--- config.mk ---
export PLATFORM = sky130hd
export DESIGN_NAME = cfg_const_seq
export DESIGN_NICKNAME = d
export VERILOG_FILES = /design/src/rtl/cfg_const_seq_pkg.sv /design/src/rtl/cfg_const_seq_gen.sv /design/src/rtl/cfg_const_seq.sv
export SDC_FILE = /design/constraint.sdc
export NUM_CORES = 1
export LEC_CHECK = 0
export BUFFER_PORTS_ARGS = -buffer_cell sky130_fd_sc_hd__buf_2
export CELL_PAD_IN_SITES_DETAIL_PLACEMENT = 1
export CELL_PAD_IN_SITES_GLOBAL_PLACEMENT = 1
export CORE_AREA = 5 5 42 44
export DETAILED_ROUTE_END_ITERATION = 6
export DIE_AREA = 0 0 47 49
export GPL_ROUTABILITY_DRIVEN = 1
export PLACE_DENSITY_LB_ADDON = 0.1
export SLEW_MARGIN = 20
export SYNTH_ARGS = -nofsm -noshare
export SYNTH_HDL_FRONTEND = slang
export SYNTH_SLANG_ARGS = --single-unit
--- constraint.sdc ---
create_clock -name clk -period 1.4 [get_ports clk]
set_clock_uncertainty 0.15 [all_clocks]
set_input_delay 0.42 -clock clk [delete_from_list [all_inputs] [get_ports clk]]
set_output_delay 0.42 -clock clk [all_outputs]
set_load 0.05 [all_outputs]
--- src/rtl/cfg_const_seq_pkg.sv ---
// Shared types for the configuration-constant sequencer.
// Holds the FSM state encoding and the slot-address width helper.
package cfg_const_seq_pkg;

  typedef enum logic [1:0] {
    IDLE = 2'd0,
    SEND = 2'd1,
    DONE = 2'd2
  } cfg_const_seq_state_t;

  function automatic int addr_w(input int n);
    return (n > 1) ? $clog2(n) : 1;
  endfunction

endpackage

--- src/rtl/cfg_const_seq_gen.sv ---
// Combinational slot-value generator: data = base + idx*stride.
// Arithmetic is done wide enough for the product, then truncated.
module cfg_const_seq_gen
  import cfg_const_seq_pkg::*;
#(
  parameter int nbits  = 8,
  parameter int nslots = 4,
  parameter int base   = 0,
  parameter int stride = 1
) (
  input  logic [addr_w(nslots)-1:0] idx,
  output logic [nbits-1:0]          data
);

  localparam int aw = addr_w(nslots);
  localparam int ww = nbits + aw;

  localparam logic [nbits-1:0] bt = nbits'(base);
  localparam logic [nbits-1:0] st = nbits'(stride);
  localparam logic [ww-1:0]    bw = ww'(bt);
  localparam logic [ww-1:0]    sw = ww'(st);

  always_comb begin
    data = nbits'(bw + ww'(idx) * sw);
  end

endmodule

--- src/rtl/cfg_const_seq.sv ---
// Configuration-constant sequencer: walks nslots slots on start,
// handing one constant per slot downstream, then pulses done.
module cfg_const_seq
  import cfg_const_seq_pkg::*;
#(
  parameter int nbits  = 8,
  parameter int nslots = 4,
  parameter int base   = 0,
  parameter int stride = 1
) (
  input  logic                      clk,
  input  logic                      reset_n,
  input  logic                      start,
  input  logic                      abort,
  output logic                      busy,
  output logic                      done,
  output logic                      out_val,
  input  logic                      out_rdy,
  output logic [addr_w(nslots)-1:0] out_addr,
  output logic [nbits-1:0]          out_data
);

  localparam int aw = addr_w(nslots);
  localparam logic [aw-1:0] last_idx = aw'(nslots - 1);

  cfg_const_seq_state_t state_q, state_d;
  logic [aw-1:0]        idx_q, idx_d;
  logic [nbits-1:0]     gen_data;
  logic                 xfer;

  cfg_const_seq_gen #(
    .nbits  (nbits),
    .nslots (nslots),
    .base   (base),
    .stride (stride)
  ) u_gen (
    .idx  (idx_q),
    .data (gen_data)
  );

  always_ff @(posedge clk or negedge reset_n) begin
    if (!reset_n) begin
      state_q <= IDLE;
      idx_q   <= '0;
    end else begin
      state_q <= state_d;
      idx_q   <= idx_d;
    end
  end

  assign xfer = (state_q == SEND) && out_rdy;

  // abort overrides the state move even when a transfer lands
  always_comb begin
    state_d = state_q;
    idx_d   = idx_q;
    unique case (1'b1)
      (state_q == IDLE): begin
        if (start) begin
          state_d = SEND;
          idx_d   = '0;
        end
      end
      (state_q == SEND): begin
        if (abort) begin
          state_d = IDLE;
          idx_d   = '0;
        end else if (xfer) begin
          if (idx_q == last_idx) begin
            state_d = DONE;
          end else begin
            idx_d = idx_q + 1'b1;
          end
        end
      end
      default: begin
        state_d = IDLE;
        idx_d   = '0;
      end
    endcase
  end

  always_comb begin
    out_val  = (state_q == SEND);
    busy     = (state_q != IDLE);
    done     = (state_q == DONE);
    out_addr = out_val ? idx_q : '0;
    out_data = out_val ? gen_data : '0;
  end

endmodule
## Yosys cells after proc, flatten, opt, wreduce, memory -nomap -nowiden

Cells that the tools add are included.

- Input port bits: 5
- Word-level logic and storage cells: 27
- Output and inout bits: 13
- Flip-flop bits (word level): 4

- $add $sub $neg: 1
- Equality and inequality tests: 7
- Reduce and logical (&&, ||, !) cells: 5
- Muxes and demuxes: 12

Operators by type and width:

| cell | number |
|---|---|
| 2-bit two-way mux | 10 |
| 2-bit one-hot mux with 2 select lines | 2 |
| 3-bit by 2-bit inequality test with 1-bit output, second input constant | 2 |
| 3-bit AND reduction | 2 |
| 2-bit equality test, second input constant | 2 |
| 3-bit inequality test, second input constant | 1 |
| 2-bit by 1-bit adder with 2-bit output, second input constant | 1 |
| 2-bit by 1-bit equality test with 1-bit output, second input constant | 1 |
| 2-bit zero test | 1 |
| 2-bit inequality test, second input constant | 1 |
| 2-bit nonzero test | 1 |
| 1-bit logical AND | 1 |

## Depth between registers and ports, before layout

- Depth after elaboration: 5
- Gate-level depth with buffers: 4
- Gate-level depth less buffers: 4

## By module

From an unflattened synthesis, not the netlist that was laid out.

- Cell total of the unflattened synthesis: 44
- Area total of the unflattened synthesis: 384.1 um2

By module, submodules not included:

| module | area each (um2) | cells an instance | times used |
|---|---|---|---|
| cfg_const_seq | 320.3 | 35 | 1 |
| cfg_const_seq_gen | 63.8 | 9 | 1 |

## Worst setup path after synthesis

Ideal clock, no wire load.

- Kind: register to output
- Start point: register state_q[0]
- End point: output out_data[0]
- Slack: -914 ps
- Path buffers: 1
- Arrival: 1744 ps
- Stages on the path, launching flop included: 4
- Path through: dfrtp_1 -> nor2b_2 -> and2_1 -> buf_4

- Cells in the longest elaborated chain, start to end: 2

Ends and longest elaborated chain:

| item | line | source |
|---|---|---|
| start: declaration | cfg_const_seq.sv:26 | `cfg_const_seq_state_t state_q, state_d;` |
| start signal: assignment | cfg_const_seq.sv:46 | `state_q <= state_d;` |
| 2-bit by 1-bit equality test with 1-bit output | cfg_const_seq.sv:84 | `out_val = (state_q == SEND);` |
| via out_val | cfg_const_seq.sv:17 | `output logic out_val,` |
| 2-bit two-way mux | cfg_const_seq.sv:88 | `out_data = out_val ? gen_data : '0;` |
| end: declaration | cfg_const_seq.sv:20 | `output logic [nbits-1:0] out_data` |

The timed path passes the listed nets, and every way through them passes these cells.

## Worst setup path after layout

- Start point: register state_q[1]
- End point: output busy

- Cells in the longest elaborated chain, start to end: 1

Ends and longest elaborated chain:

| item | line | source |
|---|---|---|
| 2-bit nonzero test | cfg_const_seq.sv:85 | `busy = (state_q != IDLE);` |
| end: declaration | cfg_const_seq.sv:15 | `output logic busy,` |

No other way between the ends.

==> results.cfg <==
[sta]
slew_violations = 0
setup_ws_ns = -0.266
fmax_mhz = 600
min_period_over_period_pct = 119
fin_crit_ns = 1.67
hold_violations = 0
rsz0062_at_grt = yes
setup_viol = 9

[synth]
netlist.area_leader.share_pct = 32.7
syn_area_um2 = 307
yosysSeqAreaShare_pct = 32.7
ys.warnings.count = 0
synth_area_leaders = dfrtp_1 (33%), buf_4 (20%), nand2b_1 (6.1%), and2_1 (4.1%), and4bb_1 (4.1%)
ys_ff_latch = 4
synthCells = 34
postSynthAreaPerCell_um2 = 9.02
yosys.area.top_type = dfrtp_1
synthDistinctLibCells = 18

[layout]
final_common_cell = buf_4
final_area_um2 = 503
final_cell_mix = buf_4 (7), conb_1 (6), buf_2 (5)
drive_gt1_share_pct = 56.6
antenna_cells = 0
area_delta_synth_final_pct = 64.1
layout.nets = 61

[power_and_ir_drop]
ir_worst_vdd_mv = 0.275
power.leakage_uw = 0.000265
power_per_cell_area_nw_per_um2 = 901

[setup_path]
critPathLaunchType = flop
crit_buf_inv = 1
critPathLaunch = state_q[1]
crit_cells = 2
cp_cell_sequence = or2_2 -> buf_6
critPathMaxStageDelay_ns = 0.42
crit_required_ns = 0.83
crit_path_max_fanout = 4
crit_type = reg -> out
slowest_stage = dfrtp_2
endpoint_kind = primary output
r2r-start = state_q[1]
reg2regPathDepth = 5
crit_arrival_ns = 1.10
cp_top_family = flip-flops

[global_routing]
antenna_found_initial = 0
grt_pass1_wl_um = 1130
track_usage_pct = 7.13
first_global_vias = 306
grt_max_degree = 5
globalRouteOverflowTotal = 0

[drt]
via_per_inst = 4.22
remaining_drc_errors = 0
wl_um = 749
detail_route.wl_per_cell_um = 10.9
ant_nets = 0
drt_iter0_drc = 2
drt-pass1-iter-count = 2
vias = 291

[hold_path]
worstHoldStart = start
hp-class = in -> reg
holdPathStages = 3

[die]
dieArea_um2 = 2300
core-area_um2 = 1400
io_pins = 18
rows = 14
die_x_um = 47
initial_core_util_pct = 21.9
die_h_um = 49

[clock_network]
clk_latency_ns = 0.24
numClockSinks = 4
htreeDepth = 1
numCtsBuffers = 3
root_buffer = clkbuf_4
cts.path.max_buffers = 2
clk_pin_slew_ns = 0.03
cts_tree = yes

[place]
gp_congestion = 0.702
portBuffers = 11
dp_hpwl_um = 613
place_area_um2 = 388
dpl_worst_slack_ns = -0.140

[outcome]
status = finished with violations
violations = setup timing

[job]
cap_violations = 0
per-stage QoR:
stage	TNS [ns]	total power (uW)	hold WS, ns	instances	util, %
finish	-1.73	453	0.317	69	35.9
detailed placement	-0.694	283	0.0804	63	27.7
CTS	-1.85	453	0.312	68	34.8
global placement	-0.494	279	0.0787	63	27.7
global route	-2.14	474	0.333	69	35.9
floorplan	-1.40	267	-0.0256	39	-
report_power, final:
group          leakage, uW  switching [uW]  total (uW)  internal, uW
sequential       0.0000512            6.89         131           124
clock            0.0000138            46.6         142          95.8
combinational     0.000200             115         180          64.8
total             0.000265             169         453           284
per-layer routing:
metal,share of wire (%),GRT usage [%],vias up,wire length (um)
li1,-,-,134,-
met1,36,6.43,137,270
met2,52,12.2,18,389
met3,9.9,0,2,74
met4,1.9,8.29,0,14
met5,0,0,-,0
path summary, 6_finish.rpt:
path | slack, ns | to
worst max-delay path | -0.27 | busy
min in group asynchronous | 0.37 | idx_q[0]
worst min register to register | 0.45 | idx_q[1]
max in group asynchronous | 0.59 | state_q[1]
worst max register to register | -0.01 | idx_q[0]
worst min-delay path | 0.32 | state_q[0]
repair_timing:
action | in CTS | in global routing
hold buffers | 1 | 0
hold endpoints to repair | 4 | 0
gates resized for setup | 17 | 2
setup endpoints to repair | 9 | 9
buffers inserted | 1 | 1
pin swaps | 3 | 1
cell usage after synthesis, drive strengths merged:
cell / instances
a21oi: 1
ha: 1
and2b: 1
inv: 3
nor2: 2
conb: 1
o32ai: 1
nor2b: 1
or2: 1
and2: 3
and4bb: 1
buf: 8
mux2i: 1
nand2b: 3
a31oi: 1
dfrtp: 4
o22ai: 1
worst min-delay path, stage by stage:
cell and delay [ns]:
buf_2 0.08, mux2i_1 0.06, nor2_1 0.09
cell type report:
class                      count  area, um2
sequential                     4        101
multi-input combinational     24        178
timing repair buffer          19        170
fill                         167        898
clock buffer                   3       22.5
inverter                       3       11.3
tap                           16       20.0
state kept, by name (all words and copies together) (netlist names):
signal and count:
state_q 2, idx_q 2
cells by family after synthesis:
group / synth area share [%]
AO/OA/AOI/OAI: 8.57
other: 1.22
adder cells (fa/ha/maj): 4.08
buffers and inverters: 23.3
multiplexers: 3.27
flip-flops: 32.7
AND/OR/NAND/NOR: 26.9
Power figures use the tool's default switching activity.
